[config.mk]
export PLATFORM = sky130hd
export DESIGN_NAME = fetch_controller
export DESIGN_NICKNAME = d
export VERILOG_FILES = /design/src/rtl/fetch_controller.sv
export SDC_FILE = /design/constraint.sdc
export NUM_CORES = 1
export LEC_CHECK = 0
export ABC_AREA = 1
export BUFFER_PORTS_ARGS = -buffer_cell sky130_fd_sc_hd__buf_4
export CELL_PAD_IN_SITES_DETAIL_PLACEMENT = 1
export CELL_PAD_IN_SITES_GLOBAL_PLACEMENT = 2
export CORE_MARGIN = 3
export CORE_UTILIZATION = 29
export DETAILED_ROUTE_END_ITERATION = 6
export HOLD_SLACK_MARGIN = 0.05
export PLACE_DENSITY = 0.77
export SLEW_MARGIN = 10
export SYNTH_ARGS = -nofsm -noshare
export SYNTH_HDL_FRONTEND = slang
export SYNTH_SLANG_ARGS = --single-unit
[constraint.sdc]
create_clock -name Clk -period 2.9 [get_ports Clk]
set_input_delay 0.725 -clock Clk [delete_from_list [all_inputs] [get_ports Clk]]
set_output_delay 0.725 -clock Clk [all_outputs]
set_load 0.005 [all_outputs]
[src/rtl/fetch_controller.sv]
// Instruction fetch front end: PC register feeding a 2-entry {instruction, PC} buffer
// towards decode, with redirect/flush and a halt once the PC leaves instruction memory.
module fetch_controller #(
    parameter logic [31:0] RESET_PC    = 32'h0000_0000,
    parameter int          DEPTH_WORDS = 128
) (
    input  logic        Clk,
    input  logic        Rst,
    output logic [31:0] IM_Address,
    input  logic [31:0] IM_Instruction,
    input  logic        Redirect,
    input  logic [31:0] RedirectPC,
    output logic        Out_Valid,
    input  logic        Out_Ready,
    output logic [31:0] Out_Instruction,
    output logic [31:0] Out_PC,
    output logic [31:0] Out_PCPlus4,
    output logic        Halted
);
    typedef enum logic [1:0] {FETCH, FULL, HALTED} state_t;

    localparam logic [32:0] LIMIT = 33'(DEPTH_WORDS) << 2;

    state_t      state;
    logic [31:0] pc;
    logic [1:0]  count;
    logic [31:0] head_instr, head_pc, tail_instr, tail_pc;

    logic        deq, enq;
    logic [32:0] pc_inc;
    logic [31:0] target;
    logic [1:0]  count_next;

    always_comb begin
        deq        = (count != 2'd0) && Out_Ready;
        enq        = (state == FETCH) && ((count < 2'd2) || deq);
        pc_inc     = {1'b0, pc} + 33'd4;
        target     = RedirectPC & ~32'h3;
        count_next = count + {1'b0, enq} - {1'b0, deq};
    end

    always_ff @(posedge Clk) begin
        if (Rst) begin
            pc         <= {RESET_PC[31:2], 2'b00};
            count      <= 2'd0;
            state      <= FETCH;
            head_instr <= '0;
            head_pc    <= '0;
            tail_instr <= '0;
            tail_pc    <= '0;
        end else if (Redirect) begin
            // Flush wins over any handshake; head registers keep stale data behind Out_Valid=0.
            pc    <= target;
            count <= 2'd0;
            state <= ({1'b0, target} >= LIMIT) ? HALTED : FETCH;
        end else begin
            // New entry lands in the head only when the buffer is empty after this cycle's pop.
            if (enq && (count == 2'd0 || (count == 2'd1 && deq))) begin
                head_instr <= IM_Instruction;
                head_pc    <= pc;
            end else if (deq && count == 2'd2) begin
                head_instr <= tail_instr;
                head_pc    <= tail_pc;
            end
            if (enq && ((count == 2'd1 && !deq) || count == 2'd2)) begin
                tail_instr <= IM_Instruction;
                tail_pc    <= pc;
            end
            count <= count_next;
            if (enq)
                pc <= pc_inc[31:0];

            if (enq && pc_inc >= LIMIT)
                state <= HALTED;
            else if (state == HALTED)
                state <= HALTED;
            else if (count_next == 2'd2)
                state <= FULL;
            else
                state <= FETCH;
        end
    end

    assign IM_Address      = pc;
    assign Out_Valid       = (count != 2'd0);
    assign Out_Instruction = head_instr;
    assign Out_PC          = head_pc;
    assign Out_PCPlus4     = head_pc + 32'd4;
    assign Halted          = (state == HALTED);
endmodule

==> results.yml, run 1 <==
run_status:
  status: "finished, violations left"
  violations: "setup timing"
setup_path:
  cp_max_fo: 2
  crit_path_end_kind: "primary output"
  crit_start: "Out_PC[2]$_SDFFE_PP0P_"
  regToRegSetupSlack_ns: 0.71
  crit_required_ns: 2.17
  endpoint: "Out_PCPlus4[30]"
  reg2reg_depth: 14
  worst_setup_path_start_kind: "register"
  criticalPathCategory: "register to primary output"
  rr_endpoint: "state[1]$_SDFF_PP0_"
  cp.arrival_ns: 2.19
  worstReg2RegStart: "IM_Address[2]$_SDFFE_PP0P_"
clocking:
  root_buffer: "clkbuf_16"
  numClockSinks: 158
  clk_pin_slew_ns: 0.07
  clockBufferDepth: 2
  cts_tree: "yes"
  clk_latency_ns: 0.42
  cts_buffers: 17
  h-tree-depth: 4
detailed_routing:
  drt_iter0_drc: 368
  wire_per_inst_um: 16.1
  wl_um: 26700
  via_per_inst: 4.83
  ant_nets: 0
  drc: 0
  via_count: 8044
  dr.pass1.iters: 5
timing:
  max_freq_mhz: 343
  slew_violations: 0
  rsz0062_at_grt: "yes"
  clock_skew_ns: 0.0108
  relSlewSlack_pct: 59.9
  fin_crit_ns: 2.91
  tightest_slew_ns: 0.600
  layout_worst_path_cycle_share_pct: 100
  setup_slack_ns: -0.0117
  finalHoldViolCount: 0
  setup_viol: 3
cells_and_area:
  fin_nets: 1382
  seq_area_sq_um: 3180
  fillCellCount: 3384
  n_antenna_cell: 0
  drive_gt1_share_pct: 24.7
  multiInputGateArea_sq_um: 4270
  syn_to_final_growth_pct: 34.0
global_route:
  grt_usage_pct: 18.0
  grt_start_max_net_pins: 122
  grt_pass1_vias: 7976
  grt_pass1_wl_um: 42600
  grt_overflow: 0
  antenna_found_initial: 0
placement:
  dp_hpwl_um: 19500
  place_ws_ns: 0.133
  gp_congestion: 0.875
  io_buffers: 189
synthesis:
  yosys-top-cells-count: "nand2_1 (204), nor2_1 (167), dfxtp_1 (158)"
  synth_top_area_cell: "dfxtp_1"
  netlist_instances: 1131
  synth_edf_count: 0
  synth-seq-area-share_pct: 39.7
  yosys_warnings: 0
  ys_ff_latch: 158
  netlist_area_sq_um: 7970
  synth_cell_types: 35
  async_flop_share_pct: 0
  yosysMostFrequentCell: "nand2_1"
  synth_area_leaders: "dfxtp_1 (40%), nand2_1 (9.6%), nor2_1 (7.9%)"
  ys.flop_type: "dfxtp_1"
  synth_top_area_share_pct: 39.7
  syn_avg_cell_area_sq_um: 7.05
die:
  num_rows: 60
  num_io_pins: 198
  die_y_um: 172
  coreArea_sq_um: 27000
  start_util_pct: 29.5
  die_area_sq_um: 29500
  die_w_um: 172
hold_path:
  holdCritPathClass: "register to register"
power_and_ir_drop:
  p_total_uw: 5720
  p_leak_uw: 0.00455
  p_per_area_nw_per_um2: 535
  irDropWorstVdd_uv: 333
run:
  cap_violations: 0
stage by stage:
| step | TNS [ns] | utilization (%) | instance area (sq um) | hold slack (ns) | std cells |
|---|---|---|---|---|---|
| floorplan | 0 | - | 7990 | 0.455 | 1136 |
| global placement | 0 | 36.1 | 9740 | 0.466 | 1611 |
| detailed placement | 0 | 36.1 | 9740 | 0.478 | 1611 |
| CTS | -0.585 | 39.0 | 10500 | 0.490 | 1655 |
| global route | -1.54 | 39.6 | 10700 | 0.508 | 1664 |
| finish | -0.0338 | 39.6 | 10700 | 0.484 | 1664 |
worst max-delay path: stages, from the launching register on:
cell and delay (ns):
dfxtp_4 0.37, ha_4 0.15, nand2_4 0.06, nor2_4 0.13, nand2_4 0.07, nor2_4 0.12
buf_12 0.11, nand3_4 0.06, nor2_4 0.12, nand4_2 0.11, nor3_2 0.16, xor2_1 0.17
buf_4 0.13
registers in the layout (all words and copies together), names as in the netlist:
name and cells:
IM_Address 30, Out_Instruction 32, Out_PC 30, count 2, state 2, tail_instr 32, tail_pc 30
repair_timing:
| action | 4_1_cts | 5_1_grt |
|---|---|---|
| resized for setup | 25 | 15 |
| hold buffers | 0 | 0 |
| setup buffers | 12 | 9 |
| pin swaps | 14 | 14 |
| setup endpoints to repair | 14 | 15 |
cell type report:
cell class	count	area share [%]
Clock buffer	17	3.98
Clock inverter	15	1.76
Inverter	104	3.65
Multi-Input combinational cell	802	39.9
Sequential cell	158	29.7
Tap cell	341	3.99
Timing Repair Buffer	227	17.0
logic make-up (layout without fill, tap and decap cells):
| kind of cell | count (synthesis) | count (layout) | share of synthesized area [%] |
|---|---|---|---|
| simple gates | 467 | 467 | 25.7 |
| flops | 158 | 158 | 39.7 |
| compound gates | 287 | 287 | 20.9 |
| xor+xnor | 38 | 38 | 4.17 |
| fa+ha+maj | 4 | 4 | 0.628 |
| buf+inv | 176 | 363 | 8.85 |
| other cells | 1 | 6 | 0.0470 |
layer usage:
layer	track usage [%]	share of wire, %	vias up
met4	3.75	0.98	0
met3	2.99	4.4	19
li1	-	-	4096
met1	26.9	51	3762
met2	27.1	43	167
met5	0	0	-
how the worst min path moves through the flow:
stage | depth (start not counted) | endpoint | slack [ns] | startpoint
after global placement | 2 | tail_instr[30]$_SDFFE_PP0P_ | 0.47 | tail_instr[30]$_SDFFE_PP0P_
after detailed placement | 2 | tail_instr[29]$_SDFFE_PP0P_ | 0.48 | tail_instr[29]$_SDFFE_PP0P_
after global routing | 2 | Out_Instruction[30]$_SDFFE_PP0P_ | 0.51 | tail_instr[30]$_SDFFE_PP0P_
after CTS | 2 | Out_Instruction[31]$_SDFFE_PP0P_ | 0.49 | tail_instr[31]$_SDFFE_PP0P_
after floorplan | 2 | tail_instr[29]$_SDFFE_PP0P_ | 0.46 | tail_instr[29]$_SDFFE_PP0P_
final | 2 | Out_Instruction[30]$_SDFFE_PP0P_ | 0.48 | tail_instr[30]$_SDFFE_PP0P_
placed cells by master (no fill, tap or decap), drive strengths merged:
cell type	n
nor4	5
conb	6
nor3	10
nand3b	2
and3	1
dfxtp	158
o21ba	1
a31oi	32
o211ai	1
clkbuf	17
buf	227
nand2	212
clkinv	7
nand3	33
ha	4
clkinvlp	1
a21oi	61
nand4	12
xnor2	8
xor2	30
nor2	189
a211oi	74
inv	111
or2	3
o21ai	118
power by group:
| part | switching [uW] | leakage, uW | internal, uW |
|---|---|---|---|
| combinational | 532 | 0.00296 | 436 |
| sequential | 150 | 0.00130 | 2310 |
| clock | 1110 | 0.000294 | 1180 |
| total | 1790 | 0.00455 | 3920 |
Note: power is estimated with default switching activity, not from simulation.
==> run 2, diff against run 1 <==
Settings changed: GPL_ROUTABILITY_DRIVEN set to 0.
Clock period 2.9 ns to 3.2 ns, I/O delays scaled along.
==> run 2 against run 1 <==
  * The run now ends clean
  * Via count rose by 0.31%
  * Sequential share of layout area rose by 0.56 points
  * First-iteration DRC count rose by 36%
  * Cell count fell by 0.96%
  * Non-clock buffer count fell by 16
==> results.yml, run 2 (synthesized netlist as in run 1, its figures left out) <==
power_and_ir_drop:
  p_leak_uw: 0.00443
  p_per_area_nw_per_um2: 494
  irDropWorstVdd_uv: 327
clocking:
  cts_tree: "yes"
  clk_latency_ns: 0.43
  numClockSinks: 158
  clockBufferDepth: 2
  clk_pin_slew_ns: 0.07
  cts_buffers: 17
  h-tree-depth: 4
  root_buffer: "clkbuf_16"
global_route:
  grt_pass1_vias: 7968
  grt_overflow: 0
  grt_usage_pct: 17.8
  grt_pass1_wl_um: 42400
  antenna_found_initial: 0
  grt_start_max_net_pins: 122
placement:
  io_buffers: 189
  dp_hpwl_um: 19500
  place_ws_ns: 0.351
detailed_routing:
  dr.pass1.iters: 5
  drt_iter0_drc: 500
  drc: 0
  via_count: 8069
  ant_nets: 0
  via_per_inst: 4.90
  wire_per_inst_um: 16.0
  wl_um: 26400
setup_path:
  cp.arrival_ns: 2.28
  crit_path_end_kind: "primary output"
  reg2reg_depth: 12
  critical_path.cell_chain: "ha_4 > nand2_4 > nor2_4 > nand2_2 > nor2_4 > nand4_1 > nand3b_1 > nor2_2 > nand4_1 > xor2_1 > buf_4"
  rr_endpoint: "state[1]$_SDFF_PP0_"
  criticalPathCategory: "register to primary output"
  regToRegSetupSlack_ns: 0.86
  cpPeakStageDelay_ns: 0.37
  slowest_stage: "dfxtp_4"
  crit_required_ns: 2.40
  cp_max_fo: 3
  worst_setup_path_start_kind: "register"
  worstReg2RegStart: "IM_Address[2]$_SDFFE_PP0P_"
die:
  die_y_um: 172
  num_rows: 60
  die_w_um: 172
  start_util_pct: 29.5
  die_area_sq_um: 29500
  num_io_pins: 198
  coreArea_sq_um: 27000
timing:
  slew_violations: 0
  relSlewSlack_pct: 44.5
  setup_slack_ns: 0.117
  tightest_slew_ns: 0.831
  rsz0062_at_grt: "yes"
  max_freq_mhz: 324
  layout_worst_path_cycle_share_pct: 96.3
  setup_tns_ns: 0
  setup_viol: 0
  fin_crit_ns: 3.08
  clock_skew_ns: 0.0105
  finalHoldViolCount: 0
cells_and_area:
  syn_to_final_growth_pct: 31.7
  seq_area_sq_um: 3180
  final_common_cell: "buf_4"
  drive_gt1_share_pct: 23.6
  multiInputGateArea_sq_um: 4220
  fin_nets: 1366
  fillCellCount: 3362
  n_antenna_cell: 0
  layout_common_cells: "buf_4 (204), nand2_1 (201), nor2_1 (163), dfxtp_1 (152), o21ai_0 (116)"
hold_path:
  min_path_cells: 2
  min_from: "tail_instr[29]$_SDFFE_PP0P_"
  holdCritPathClass: "register to register"
  holdPathEnd: "Out_Instruction[29]$_SDFFE_PP0P_"
run_status:
  status: "complete, no violations"
run:
  cap_violations: 0
==> run 2: report_power, final <==
part / switching (uW) / internal, uW / total (uW)
Combinational: 473 / 386 / 859
Clock: 966 / 1130 / 2090
Sequential: 139 / 2090 / 2230
Total: 1580 / 3610 / 5190
==> run 2: timing repair <==
item                       in CTS  in global routing
pin swaps                       1                 12
hold buffers                    0                  0
buffers inserted                1                  7
setup endpoints to repair       3                 11
hold endpoints to repair        0                  0
gates resized for setup         4                 23
==> run 2: cell type report <==
| type | count | area share, % |
|---|---|---|
| Sequential cell | 158 | 30.3 |
| Clock inverter | 15 | 1.79 |
| Tap cell | 341 | 4.06 |
| Inverter | 104 | 3.72 |
| Clock buffer | 17 | 4.05 |
| Multi-Input combinational cell | 802 | 40.2 |
| Timing Repair Buffer | 211 | 15.9 |
==> run 2: stage by stage <==
stage               util, %  total power (uW)  cells  hold slack [ns]  instance area, sq um
floorplan                 -              2680   1136            0.455                  7990
CTS                    38.3              5260   1641            0.485                 10400
global placement       36.0              3130   1608            0.465                  9730
global route           38.9              5490   1648            0.507                 10500
finish                 38.9              5190   1648            0.478                 10500
detailed placement     36.0              3140   1608            0.476                  9730
==> run 2: critical path, delay by kind of cell, from the launching register on <==
kind,cells,cell delay [ns]
xor+xnor,1,0.18
fa+ha+maj,1,0.15
buf+inv,1,0.14
flops,1,0.37
simple gates,8,1.01
==> run 2: routing by layer <==
metal  wire, um  part of all wire, %  track usage (%)
met1      13500                   51             26.4
met2      11600                   44             27.2
met3       1150                  4.3             3.15
met4        211                 0.80             3.71
met5          0                    0                0
==> run 2: how the worst max path moves through the flow <==
stage	startpoint	end	slack [ns]
3_3_place_gp	Out_PC[2]$_SDFFE_PP0P_	Out_PCPlus4[26]	0.39
2_1_floorplan	Out_PC[2]$_SDFFE_PP0P_	Out_PCPlus4[30]	0.70
6_report	Out_PC[3]$_SDFFE_PP0P_	Out_PCPlus4[26]	0.12
4_1_cts	Out_PC[6]$_SDFFE_PP0P_	Out_PCPlus4[29]	0.002
3_5_place_dp	Out_PC[2]$_SDFFE_PP0P_	Out_PCPlus4[30]	0.35
5_1_grt	Out_PC[3]$_SDFFE_PP0P_	Out_PCPlus4[26]	-0.07
